`src/rtl/instr_fetch_pkg.sv`:
```
// Shared types and constants for the instruction-fetch unit.
// Latency: n/a (declarations only).
// Backpressure: n/a.
`ifndef PC_SIZE
`define PC_SIZE 32
`endif

package instr_fetch_pkg;

    localparam int DEF_ADDR_W = `PC_SIZE;
    localparam int DEF_DATA_W = 32;

    // Instruction placed in the register on reset and on any failed fetch.
    localparam logic [DEF_DATA_W-1:0] NOP_INSTR = '0;

    typedef enum logic [1:0] {
        IDLE  = 2'd0,
        REQ   = 2'd1,
        VALID = 2'd2
    } fetch_state_t;

endpackage

```
`src/rtl/instr_fetch_if.sv`:
```
// Instruction-memory request/response bundle between fetch unit and memory.
// Latency: n/a (wires only).
// Backpressure: imem_req is a level held until the one-cycle imem_ack strobe.
interface instr_fetch_if
    import instr_fetch_pkg::*;
#(
    parameter int ADDR_W = DEF_ADDR_W,
    parameter int DATA_W = DEF_DATA_W
);

    logic              imem_req;
    logic [ADDR_W-1:0] imem_addr;
    logic              imem_ack;
    logic [DATA_W-1:0] imem_rdata;
    logic              imem_err;

    modport master (
        output imem_req,
        output imem_addr,
        input  imem_ack,
        input  imem_rdata,
        input  imem_err
    );

    modport slave (
        input  imem_req,
        input  imem_addr,
        output imem_ack,
        output imem_rdata,
        output imem_err
    );

endinterface

```
`src/rtl/instr_fetch_timer.sv`:
```
// Request watchdog: counts cycles spent waiting for imem_ack, saturating at TIMEOUT.
// Latency: done asserts combinationally once the count reaches TIMEOUT-1.
// Backpressure: none; TIMEOUT=0 keeps done low forever.
module instr_fetch_timer #(
    parameter int unsigned TIMEOUT = 255
) (
    input  logic Clock,
    input  logic nReset,
    input  logic clear,
    input  logic enable,
    output logic done
);

    localparam int TW = (TIMEOUT > 0) ? $clog2(TIMEOUT + 1) : 1;
    localparam logic [TW-1:0] CNT_MAX  = TW'(TIMEOUT);
    localparam logic [TW-1:0] CNT_LAST = (TIMEOUT > 0) ? TW'(TIMEOUT - 1) : '0;

    logic [TW-1:0] count;

    // Cycle counter: cleared on request entry, stops at CNT_MAX instead of wrapping.
    always_ff @(posedge Clock) begin
        if (!nReset) begin
            count <= '0;
        end else if (clear) begin
            count <= '0;
        end else if (enable && (count != CNT_MAX)) begin
            count <= count + TW'(1);
        end
    end

    assign done = (TIMEOUT != 0) && (count == CNT_LAST);

endmodule

```
`src/rtl/instr_fetch.sv`:
```
// Fetch unit: takes the PC, runs req/ack to instruction memory, holds the word in instr.
// Latency: ack on cycle N gives instr_valid on N+1; at least 2 cycles per instruction.
// Backpressure: pause holds the PC until a word is held and stall_in is low.
module instr_fetch
    import instr_fetch_pkg::*;
#(
    parameter int          ADDR_W  = DEF_ADDR_W,
    parameter int          DATA_W  = DEF_DATA_W,
    parameter int unsigned TIMEOUT = 255
) (
    input  logic              Clock,
    input  logic              nReset,
    input  logic [ADDR_W-1:0] instr_addr,
    input  logic              stall_in,
    output logic              pause,
    instr_fetch_if.master     imem,
    output logic [DATA_W-1:0] instr,
    output logic              instr_valid,
    output logic              fetch_err
);

    localparam logic [DATA_W-1:0] NOP = DATA_W'(NOP_INSTR);

    fetch_state_t      state;
    fetch_state_t      state_nxt;
    logic [DATA_W-1:0] instr_nxt;
    logic              valid_nxt;
    logic              err_nxt;
    logic [ADDR_W-1:0] addr_q;
    logic              misaligned;
    logic              timer_clr;
    logic              timer_en;
    logic              timer_done;

    // Only 32-bit words carry an alignment requirement on the low two address bits.
    assign misaligned = (DATA_W == 32) && (instr_addr[1:0] != 2'b00);

    instr_fetch_timer #(
        .TIMEOUT (TIMEOUT)
    ) u_timer (
        .Clock  (Clock),
        .nReset (nReset),
        .clear  (timer_clr),
        .enable (timer_en),
        .done   (timer_done)
    );

    // Next-state and register updates: decide how the current request ends.
    always_comb begin
        state_nxt = state;
        instr_nxt = instr;
        valid_nxt = instr_valid;
        err_nxt   = fetch_err;
        timer_clr = 1'b0;
        timer_en  = 1'b0;
        unique case (state)
            IDLE: begin
                state_nxt = REQ;
                timer_clr = 1'b1;
            end
            REQ: begin
                if (misaligned) begin
                    state_nxt = VALID;
                    instr_nxt = NOP;
                    err_nxt   = 1'b1;
                    valid_nxt = 1'b1;
                end else if (imem.imem_ack) begin
                    // An ack arriving with the timeout still counts as a completion.
                    state_nxt = VALID;
                    valid_nxt = 1'b1;
                    if (imem.imem_err) begin
                        instr_nxt = NOP;
                        err_nxt   = 1'b1;
                    end else begin
                        instr_nxt = imem.imem_rdata;
                    end
                end else if (timer_done) begin
                    state_nxt = VALID;
                    instr_nxt = NOP;
                    err_nxt   = 1'b1;
                    valid_nxt = 1'b1;
                end else begin
                    timer_en = 1'b1;
                end
            end
            VALID: begin
                if (!stall_in) begin
                    state_nxt = REQ;
                    valid_nxt = 1'b0;
                    timer_clr = 1'b1;
                end
            end
            default: begin
                state_nxt = IDLE;
            end
        endcase
    end

    // State and datapath registers with synchronous reset.
    always_ff @(posedge Clock) begin
        if (!nReset) begin
            state       <= IDLE;
            instr       <= NOP;
            instr_valid <= 1'b0;
            fetch_err   <= 1'b0;
            addr_q      <= '0;
        end else begin
            state       <= state_nxt;
            instr       <= instr_nxt;
            instr_valid <= valid_nxt;
            fetch_err   <= err_nxt;
            if (state == REQ) begin
                addr_q <= instr_addr;
            end
        end
    end

    // The PC moves on the same edge that enters REQ, so during REQ the live instr_addr
    // is already the updated PC and stays frozen by pause; addr_q keeps the last
    // requested address visible outside a request.
    assign imem.imem_addr = (state == REQ) ? instr_addr : addr_q;
    assign imem.imem_req  = (state == REQ) && !misaligned;

    assign pause = !nReset || (state != VALID) || stall_in;

endmodule

```
`src/flat_wrapper.sv`:
```
// flat-port wrapper written by rule: the top's interface ports become plain ports
module instr_fetch_flat import instr_fetch_pkg::*;
#(
    parameter int          ADDR_W  = DEF_ADDR_W,
    parameter int          DATA_W  = DEF_DATA_W,
    parameter int unsigned TIMEOUT = 255
)
  (Clock, nReset, instr_addr, stall_in, pause, instr, instr_valid, fetch_err, imem_imem_req, imem_imem_addr, imem_imem_ack, imem_imem_rdata, imem_imem_err);
  instr_fetch_if #(.ADDR_W(ADDR_W), .DATA_W(DATA_W)) imem_i ();
  input  logic Clock;
  input  logic nReset;
  input  logic [ADDR_W-1:0] instr_addr;
  input  logic stall_in;
  output logic pause;
  output logic [DATA_W-1:0] instr;
  output logic instr_valid;
  output logic fetch_err;
  output wire logic [$bits(imem_i.imem_req)-1:0] imem_imem_req;
  output wire logic [$bits(imem_i.imem_addr)-1:0] imem_imem_addr;
  input wire logic [$bits(imem_i.imem_ack)-1:0] imem_imem_ack;
  input wire logic [$bits(imem_i.imem_rdata)-1:0] imem_imem_rdata;
  input wire logic [$bits(imem_i.imem_err)-1:0] imem_imem_err;
  assign imem_imem_req = imem_i.imem_req;
  assign imem_imem_addr = imem_i.imem_addr;
  assign imem_i.imem_ack = imem_imem_ack;
  assign imem_i.imem_rdata = imem_imem_rdata;
  assign imem_i.imem_err = imem_imem_err;
  instr_fetch #(.ADDR_W(ADDR_W), .DATA_W(DATA_W), .TIMEOUT(TIMEOUT)) u_core (.Clock(Clock), .nReset(nReset), .instr_addr(instr_addr), .stall_in(stall_in), .pause(pause), .imem(imem_i), .instr(instr), .instr_valid(instr_valid), .fetch_err(fetch_err));
endmodule
```
`config.mk`:
```
export PLATFORM = sky130hd
export DESIGN_NAME = instr_fetch_flat
export DESIGN_NICKNAME = d
export VERILOG_FILES = /design/src/rtl/instr_fetch_pkg.sv /design/src/rtl/instr_fetch_if.sv /design/src/rtl/instr_fetch_timer.sv /design/src/rtl/instr_fetch.sv /design/src/flat_wrapper.sv
export SDC_FILE = /design/constraint.sdc
export NUM_CORES = 1
export LEC_CHECK = 0
export ABC_AREA = 1
export ABC_CLOCK_PERIOD_IN_PS = 2400
export BUFFER_PORTS_ARGS = -buffer_cell sky130_fd_sc_hd__buf_4
export CAP_MARGIN = 20
export CORE_ASPECT_RATIO = 2
export CORE_MARGIN = 5
export CORE_UTILIZATION = 48
export CTS_BUF_LIST = sky130_fd_sc_hd__clkbuf_16
export DETAILED_ROUTE_END_ITERATION = 6
export PLACE_DENSITY = 0.9
export REMOVE_ABC_BUFFERS = 1
export SYNTH_ARGS = -nofsm -noshare
export SYNTH_HDL_FRONTEND = slang
export SYNTH_SLANG_ARGS = --single-unit
```
`constraint.sdc`:
```
create_clock -name Clock -period 2.4 [get_ports Clock]
set_clock_uncertainty 0.2 [all_clocks]
set_input_delay 0 -clock Clock [delete_from_list [all_inputs] [get_ports Clock]]
set_output_delay 0 -clock Clock [all_outputs]
set_load 0.02 [all_outputs]
```
== After elaboration in Yosys (flattened, before gate mapping) ==
Cells that the tools add are included.

* Register bits: 76
* Bits of input ports: 69
* Output and inout bits: 68

* $add $sub $neg: 1
* Equal/unequal tests: 8
* Mux-type cells: 24
* Bitwise operators: 1
* Reductions and logical operators: 15

{| class="wikitable"
|+ Operators with widths
! kind !! count
|-
| $mux 32 || 5
|-
| $mux 1 || 12
|-
| $add 8x1->8 const B || 1
|-
| $eq 8x8->1 const B || 1
|-
| $mux 2 || 4
|-
| $ne 8x8->1 const B || 1
|-
| $pmux 2 s3 || 1
|-
| $reduce_and 3->1 || 2
|-
| $ne 2x2->1 const B || 2
|-
| $ne 4x2->1 const B || 1
|-
| $pmux 1 s2 || 2
|-
| $reduce_and 2->1 || 2
|-
| $reduce_bool 2->1 || 2
|-
| $ne 3x1->1 const B || 1
|-
| $reduce_bool 3->1 || 1
|-
| $eq 2x1->1 const B || 1
|-
| $eq 2x2->1 const B || 1
|-
| $logic_and 1x1->1 || 2
|-
| $logic_not 1->1 || 2
|-
| $logic_not 2->1 || 1
|-
| $logic_or 1x1->1 || 2
|-
| $reduce_or 2->1 || 1
|-
| $not 1->1 || 1
|}

== Logic depth before layout (Yosys ltp) ==
Gate-level depths: netlist of run 1.

* Depth after elaboration: 6
* Mapped depth: 11
* Gate-level depth less buffers: 9

== By module ==
From an unflattened synthesis of run 1, not the netlist that was laid out.

* Cell total of the unflattened synthesis: 463
* Area total of the unflattened synthesis: 3363.2 sq um

{| class="wikitable"
|+ By module, submodules not included
! module !! instances !! cells each !! area an instance (sq um) !! sequential area each (sq um)
|-
| instr_fetch || 1 || 397 || 2886.5 || 1361.3
|-
| instr_fetch_timer || 1 || 66 || 476.7 || 160.2
|}

== Least setup slack after synthesis of run 1 ==
No wires, ideal clock.

* Kind: register -> register
* Start: register u_core.u_timer.count[0]
* End: register u_core.instr[15]
* Setup time: 115 ps
* Data arrival time: 1342 ps
* Data required time: 2085 ps
* Slack: 743 ps
* Stages on the path, launching flop included: 11
* Path through: dfxtp_1 inv_1 ha_1 nand3_1 inv_1 nand2_2 nand3_2 buf_6 buf_6 a21oi_1 nor2_1

* Word-level cells in the longest chain between the ends: 3

{| class="wikitable"
|+ RTL lines
! what !! line !! text
|-
| start, declared || instr_fetch_timer.sv:18 || <nowiki>logic [TW-1:0] count;</nowiki>
|-
| start signal, assigned || instr_fetch_timer.sv:27 || <nowiki>count <= count + TW'(1);</nowiki>
|-
| $eq 8x8->1 || instr_fetch_timer.sv:31 || <nowiki>assign done = (TIMEOUT != 0) && (count == CNT_LAST);</nowiki>
|-
| $reduce_bool 3->1 (no line) || -- ||
|-
| $reduce_and 2->1 (no line) || -- ||
|-
| end signal, assigned || instr_fetch.sv:109 || <nowiki>instr <= instr_nxt;</nowiki>
|-
| end, declared || instr_fetch.sv:17 || <nowiki>output logic [DATA_W-1:0] instr,</nowiki>
|}

Every way passes these cells.
A chain may end at the register's enable or synchronous reset.

== Worst setup path after layout of run 1 ==
* Start: register u_core.u_timer.count[0]
* End: register u_core.instr[25]

Same word-level chain as after synthesis.

==> results.txt, run 1 <==
Max Clk Rate -> 0.4636 GHz
RD Place Congestion -> 0.8320
num rows -> 43
CTS Buffer Depth -> 2
DR iter-0 viols -> 275
CP required -> 2.43 ns
Synth top area share -> 44.94%
critical path launch point type -> flop
average cell area after synthesis -> 6.840 um2
Max Cap Viol -> 0
antenna-violating nets left -> 0
Root Buffer -> clkbuf_16
Worst-Margin Slew -> 0.6220 ns
Flop pwr share -> 38.0%
synth top area cells -> dfxtp_1 45%, nand2_1 21%, a21oi_1 11%, nand3_1 6.5%, nor2_1 4.8%
core area -> 6887 um2
pwr dens -> 690.5 nW/um2
DP Area -> 4390 um2
Final Max Slew Viols -> 0
Die Ht -> 128.8 um
DIE AREA -> 8935 um2
drt pass-1 iters -> 5
maximum VDD drop -> 0.5903 mV
Final min period -> 2.157 ns
Synth area leader -> dfxtp_1
arrival time worst endpoint -> 2.18 ns
IO buf count -> 136
type of the most critical hold path -> primary input to flop
Cells after Synth -> 495
endpoints failing setup -> 0
Starting Density -> 49.16%
synth unique cells -> 24
critical path type -> flop to flop
io pins -> 137
Design Area, Final -> 5373 um2
Filler cells -> 443
nets -> 755
number of global-route vias before repair -> 4,228
Crit. End Element -> flop
YS warnings -> 0
first-pass GRT wire length -> 19,060 um
initial antenna violation count -> 1
#FFs+latches synth -> 76
DRC Markers -> 0
largest net degree at the start of global routing -> 67
wire per inst -> 15.16 um
RSZ-0062 raised after global routing -> false
PnR Total Power -> 3.710 mW
Layout area overhead -> 58.68%
Rel. slew slack -> 58.47%
share of layout cells above drive strength 1 -> 24.09%
Post-Syn Area -> 3386 um2
overall routed net length -> 11,820 um
vias post-DR -> 4,117
final global-route overflow total -> 0
Switch Pwr -> 1.052 mW
Global Route Usage Sum -> 26.35%
worst skew pair latency -> 0.34 ns
placed insts -> 696
Die W -> 69.39 um
Int Pwr -> 2.657 mW
combinational share of power -> 24.2%
depth of the CTS H-tree -> 3
Clk pwr share -> 37.8%
period utilization -> 89.87%
status -> complete, no violations
most frequent cells in the layout -> 185 x nand2_1, 141 x buf_4, 76 x a21oi_1, 76 x dfxtp_1, 67 x dlygate4sd3_1
commonest non-fill, non-tap cell in the layout -> nand2_1
Via density -> 5.278
sequential cell area fraction in the yosys report -> 44.94%
CTS Sinks -> 76
Post-DP HPWL -> 6816 um
TritonCTS clock tree -> built
fin cells -> 780
Critical Path Fanout Max -> 66
Worst-path clk slew -> 0.06 ns
final hold vios -> 0
cts bufs inserted -> 9
final core occ -> 78.02%
Leakage Power -> 2.547 nW
Net Sw Frac -> 28.37%
[worst max-delay path: stages, from the launching register on]
cell	delay, ns
dfxtp_1	0.34
inv_1	0.11
ha_1	0.18
nand3_1	0.11
inv_1	0.09
nand2_2	0.08
nand3_2	0.07
buf_4	0.49
nand3_1	0.18
nand2_1	0.13
nor2_1	0.06
[cell type report]
| cell class | instances | area [um2] | share of cell area [%] |
|---|---|---|---|
| timing repair buffer | 208 | 1729 | 32.18 |
| multi-input combinational | 370 | 1627 | 30.27 |
| clock inverter | 7 | 83.83 | 1.560 |
| inverter | 19 | 71.32 | 1.327 |
| antenna | 1 | 2.502 | 0.04658 |
| tap | 90 | 112.6 | 2.096 |
| sequential | 76 | 1521 | 28.32 |
| clock buffer | 9 | 225.2 | 4.192 |
[per-layer routing]
metal / track usage, % / part of all wire (%) / vias up
met3: 6.646 / 6.9 / 62
met5: 0 / 0 / -
li1: - / - / 1970
met2: 49.10 / 54 / 214
met1: 24.96 / 33 / 1871
met4: 17.61 / 6.0 / 0
[registers in the layout, summed over array words and instances (netlist names)]
signal,flops
u_core.addr_q,32
u_core.instr_valid,1
u_core.state,2
u_core.u_timer.count,8
u_core.fetch_err,1
u_core.instr,32
[what timing repair did]
| item | in CTS | in global routing |
|---|---|---|
| resized for setup | 0 | 0 |
| hold buffers | 67 | 0 |
| endpoints found under the hold margin | 69 | 0 |
| buffers inserted | 0 | 0 |
[metrics by stage]
| stage | TNS [ns] | setup slack (ns) | hold WS (ns) |
|---|---|---|---|
| detailed placement | 0 | 0.3496 | 0.09855 |
| global placement | 0 | 0.4649 | 0.09220 |
| global route | 0 | 0.08560 | 0.1415 |
| finish | 0 | 0.2430 | 0.09681 |
| floorplan | -5.951 | -0.2255 | -0.07927 |
| CTS | 0 | 0.3425 | 0.09028 |
[logic make-up after synthesis]
family	synth area share, %
adders and majority gates	0.7390
DFF	44.94
and+or+nand+nor	35.03
AOI/OAI and AO/OA	11.75
buffers and inverters	7.021
xor gates and xnor gates	0.5175
[power by group through the flow]
stage	registers, mW	clock network, mW	logic [mW]
floorplan	1.49	0	0.364
global placement	1.43	0	0.767
CTS	1.40	1.41	0.872
finish	1.41	1.40	0.898
global route	1.42	1.46	0.968
detailed placement	1.43	0	0.783
[cells in the mapped netlist (all sizes together)]
cell type  number
o21ai           2
nor2           47
ha              2
a211oi          1
dfxtp          76
nand3b          3
clkbuf         12
inv            19
nand2         189
nor3            1
a21oi          76
nand4           2
nand3          45
xor2            1
buf            18
xnor2           1
[final timing paths]
path                                start               end  slack [ns]  cells after the start
setup / recovery  u_core.u_timer.count[0]  u_core.instr[25]        0.24                     10
hold reg to reg          u_core.fetch_err  u_core.fetch_err        0.26                      2
setup reg to reg  u_core.u_timer.count[0]  u_core.instr[25]        0.24                     10
hold / removal              imem_imem_err   u_core.instr[1]         0.1                      7
Power figures use the tool's default switching activity.
==> run 2, diff against run 1 <==
CORE_UTILIZATION = 35   (was 48)
PLACE_DENSITY = 0.72   (was 0.9)
==> results.txt, run 2 (synthesized netlist as in run 1, its figures left out) <==
status -> complete, no violations
critical path type -> flop to flop
type of the most critical hold path -> primary input to flop
wire per inst -> 13.78 um
routing usage on met1 -> 18.11%
Crit. End Element -> flop
CTS Sinks -> 76
first-pass GRT wire length -> 18,070 um
depth of the CTS H-tree -> 3
reg2reg start -> u_core.u_timer.count[0]
Max Cap Viol -> 0
GR Util met3 -> 4.534%
cts bufs inserted -> 9
core area -> 9447 um2
pwr dens -> 614.9 nW/um2
Switch Pwr -> 1.061 mW
Design Area, Final -> 5817 um2
antenna-violating nets left -> 0
Worst-Margin Slew -> 0.6127 ns
TritonCTS clock tree -> built
Post-DP HPWL -> 7043 um
Critical Path Fanout Max -> 8
overall routed net length -> 11,780 um
Net Sw Frac -> 29.65%
Leakage Power -> 2.691 nW
most crowded layer after global routing -> met2
most frequent cells in the layout -> 185 x nand2_1, 142 x buf_4, 97 x dlygate4sd3_1
endpoints failing setup -> 0
Die Ht -> 149.1 um
CTS Buffer Depth -> 2
final hold vios -> 0
Slowest cell on crit path -> dlygate4sd3_1
worst-path cell chain -> inv_2 -> ha_1 -> nand3_2 -> inv_1 -> nand2_2 -> nand3_4 -> clkbuf_16 -> nand3_1 -> nand2_1 -> dlygate4sd3_1 -> nor2_1
DP Area -> 4446 um2
Die W -> 79.55 um
Final Max Slew Viols -> 0
drt pass-1 iters -> 4
combinational share of power -> 27.0%
Layout area overhead -> 71.80%
crit path from -> u_core.u_timer.count[0]
Max Clk Rate -> 0.4415 GHz
Starting Density -> 35.84%
Rel. slew slack -> 59.10%
HP Start -> imem_imem_err
CP required -> 2.47 ns
commonest non-fill, non-tap cell in the layout -> nand2_1
RSZ-0062 raised after global routing -> false
initial antenna violation count -> 0
met2 Use GR -> 35.68%
Worst-path clk slew -> 0.06 ns
IO buf count -> 136
slowest cell delay on critical path -> 0.58 ns
TNS Setup -> 0 ns
largest net degree at the start of global routing -> 65
hold-critical path depth -> 7
num rows -> 50
RD Place Congestion -> 0.8556
maximum VDD drop -> 0.5389 mV
Clk pwr share -> 33.8%
share of layout cells above drive strength 1 -> 24.41%
period utilization -> 94.38%
Worst Reg-to-Reg Cells -> 11
critical path launch point type -> flop
arrival time worst endpoint -> 2.34 ns
top flop regs -> u_core.addr_q (32), u_core.instr (32), u_core.u_timer.count (8)
Root Buffer -> clkbuf_16
# diodes -> 0
nets -> 791
Global Route Usage Sum -> 18.91%
number of global-route vias before repair -> 4,132
DIE AREA -> 11,860 um2
io pins -> 137
Via density -> 4.853
Int Pwr -> 2.516 mW
final global-route overflow total -> 0
DRC Markers -> 0
Final min period -> 2.265 ns
PnR Total Power -> 3.577 mW
vias post-DR -> 4,149
worst skew pair latency -> 0.33 ns
DR iter-0 viols -> 133
Flop pwr share -> 39.2%
==> run 2: cell type report <==
| cell class | count | area (um2) |
|---|---|---|
| fillers | 777 | 3630 |
| repair buffers | 244 | 2147 |
| multi-input cells | 370 | 1639 |
| flip-flops and latches | 76 | 1526 |
| clock buffers | 9 | 225.2 |
| well taps | 130 | 162.7 |
| inverters | 19 | 71.32 |
| clock inverters | 7 | 45.04 |
==> run 2: layer usage <==
| metal | share of wire [%] | wire length [um] |
|---|---|---|
| met5 | 0 | 0 |
| met4 | 5.1 | 596 |
| met3 | 6.9 | 817 |
| met2 | 55 | 6505 |
| met1 | 33 | 3858 |
==> run 2: critical path, delay by kind of cell (launching register included) <==
kind          cells  cell delay [ns]
fa+ha+maj         1             0.20
buf+inv           4             0.90
flops             1             0.36
simple gates      6             0.55
==> run 2: path summary, 6_finish.rpt <==
kind | to | slack [ns]
hold / removal | u_core.instr[20] | 0.09
setup / recovery | u_core.instr[4] | 0.13
setup reg to reg | u_core.instr[4] | 0.13
hold reg to reg | u_core.fetch_err | 0.25
==> run 2: stage by stage <==
step,hold WS (ns),std cells,utilization [%],worst slack [ns]
6_report,0.09469,855,61.58,0.1349
5_1_grt,0.1589,855,61.58,0.004608
2_1_floorplan,-0.07927,465,-,-0.2255
3_5_place_dp,0.09647,735,47.06,0.5791
3_3_place_gp,0.09403,735,47.06,0.6638
4_1_cts,0.1890,851,60.52,0.04154
==> run 2: repair_timing <==
action,4_1_cts,5_1_grt
gates resized for setup,0,8
buffers inserted,0,4
endpoints found under the hold margin,70,4
hold buffers,100,1
endpoints found under the setup margin,0,32
==> run 2: power groups by stage <==
stage / clock network (mW) / logic (mW) / registers (mW)
after floorplan: 0 / 0.364 / 1.49
after global placement: 0 / 0.773 / 1.42
after detailed placement: 0 / 0.787 / 1.43
after CTS: 1.24 / 0.946 / 1.40
after global routing: 1.30 / 1.05 / 1.41
final: 1.21 / 0.967 / 1.40
==> run 3, diff against run 2 <==
REMOVE_ABC_BUFFERS = unset   (was 1)
SETUP_SLACK_MARGIN = 0.1   (was unset)
==> results.txt, run 3 (synthesized netlist as in run 1, its figures left out) <==
PnR Total Power -> 3.776 mW
Worst Reg-to-Reg Cells -> 10
worst-path cell chain -> inv_1 -> ha_1 -> nand3_1 -> inv_1 -> nand2_2 -> nand3_2 -> buf_12 -> nand3_1 -> nand2_1 -> nor2_1
worst skew pair latency -> 0.33 ns
Critical Path Fanout Max -> 52
Max Clk Rate -> 0.4833 GHz
cts bufs inserted -> 9
overall routed net length -> 10,810 um
nets -> 755
final hold vios -> 0
Final min period -> 2.069 ns
commonest non-fill, non-tap cell in the layout -> nand2_1
Die W -> 79.55 um
final worst-path setup slack -> 0.3311 ns
number of global-route vias before repair -> 3,742
io pins -> 137
maximum VDD drop -> 0.4718 mV
pre-CTS WS -> 0.3991 ns
Worst-path clk slew -> 0.06 ns
Final Max Slew Viols -> 0
endpoints failing setup -> 0
Layout area overhead -> 61.16%
reg2reg start -> u_core.u_timer.count[0]
share of layout cells above drive strength 1 -> 24.13%
CTS Sinks -> 76
DP Area -> 4453 um2
RSZ-0062 raised after global routing -> false
Root Buffer -> clkbuf_16
Syn Nets -> 566
most frequent cells in the layout -> 185 x nand2_1, 140 x buf_4, 76 x a21oi_1, 76 x dfxtp_1, 67 x dlygate4sd3_1
Worst Hold Slack -> 0.09967 ns
critical path type -> flop to flop
num rows -> 50
CTS Buffer Depth -> 2
slowest cell delay on critical path -> 0.39 ns
Slowest cell on crit path -> dfxtp_1
area of the multi-input gates -> 1627 um2
final global-route overflow total -> 0
critical path launch point type -> flop
hold path endpoint -> u_core.instr[31]
Post-DP HPWL -> 6871 um
family with the most delay on the worst path -> simple AND/OR/NAND/NOR gates
TNS Setup -> 0 ns
HP Start -> imem_imem_err
Rel. slew slack -> 59.09%
Starting Density -> 35.84%
wire per inst -> 13.19 um
Via density -> 4.803
FF-to-FF End -> u_core.instr[21]
Reg2Reg Setup Slack -> 0.33 ns
type of the most critical hold path -> primary input to flop
depth of the CTS H-tree -> 3
CP required -> 2.45 ns
pwr dens -> 692.0 nW/um2
IO buf count -> 136
hold-critical path depth -> 7
largest net degree at the start of global routing -> 53
Max Cap Viol -> 0
top flop regs -> u_core.addr_q (32), u_core.instr (32), u_core.u_timer.count (8)
RD Place Congestion -> 0.8947
arrival time worst endpoint -> 2.12 ns
Global Route Usage Sum -> 18.31%
Worst-Margin Slew -> 0.6128 ns
status -> complete, no violations
Filler cells -> 833
Reg area -> 1521 um2
DIE AREA -> 11,860 um2
DRC Markers -> 0
TritonCTS clock tree -> built
Die Ht -> 149.1 um
antenna-violating nets left -> 0
core area -> 9447 um2
initial antenna violation count -> 0
Worst Path Buf+Inv -> 3
period utilization -> 86.21%
vias post-DR -> 3,934
Leakage Power -> 2.558 nW
first-pass GRT wire length -> 17,260 um
DR iter-0 viols -> 211
Design Area, Final -> 5456 um2
Crit. End Element -> flop
drt pass-1 iters -> 4
## run 3: cell count changes in the layout (fill, tap and decap cells not counted), moves of 2 or more
| cell | change |
|---|---|
| dlygate4sd3_1 | -30 |
| dfxtp_1 | +2 |
| clkinv_4 | -2 |
| clkbuf_16 | -3 |
| bufinv_16 | +3 |
| buf_4 | -2 |
## run 3: cell type report
cell class	count	area share (%)
Sequential cell	76	27.88
Inverter	19	1.307
Clock inverter	6	1.926
Timing Repair Buffer	208	31.92
Clock buffer	9	4.127
Tap cell	130	2.981
Antenna cell	1	0.04586
Multi-Input combinational cell	370	29.81
## run 3: how the worst max path moves through the flow
| stage | start | endpoint | slack (ns) | cells past startpoint |
|---|---|---|---|---|
| after global placement | u_core.u_timer.count[0] | u_core.instr_valid | 0.47 | 9 |
| final | u_core.u_timer.count[0] | u_core.instr[21] | 0.33 | 10 |
| after floorplan | u_core.u_timer.count[0] | u_core.instr[15] | 0.74 | 10 |
| after CTS | u_core.u_timer.count[0] | u_core.instr[13] | 0.39 | 9 |
| after global routing | u_core.u_timer.count[0] | u_core.instr[23] | 0.13 | 9 |
| after detailed placement | u_core.u_timer.count[0] | u_core.instr[13] | 0.40 | 9 |
## run 3: report_power, final
group	internal, mW	leakage, nW	switching, mW
registers	1.36	0.623	0.0461
clock network	1.00	0.160	0.484
logic	0.404	1.77	0.482
## run 3: per-layer routing
layer | wire length [um] | GRT usage [%] | vias to the layer above
li1 | - | - | 1967
met1 | 3975 | 19.52 | 1781
met2 | 5784 | 32.66 | 153
met3 | 631 | 3.446 | 33
met4 | 414 | 10.67 | 0
met5 | 0 | 0 | -
## run 3: repair_timing
action,in CTS,in global routing
buffers inserted,0,0
hold endpoints to repair,69,0
gates resized for setup,0,0
hold buffers,67,0
## run 3: worst reg2reg max path, cell delays in order (launching register included)
cell     delay [ns]
dfxtp_1        0.39
inv_1          0.10
ha_1           0.21
nand3_1        0.10
inv_1          0.06
nand2_2        0.09
nand3_2        0.26
buf_12         0.29
nand3_1        0.12
nand2_1        0.06
nor2_1         0.14
## run 3: metrics by stage
step	util (%)	cells
floorplan	-	495
finish	57.76	819
CTS	57.74	818
detailed placement	47.14	736
global placement	47.14	736
global route	57.74	818
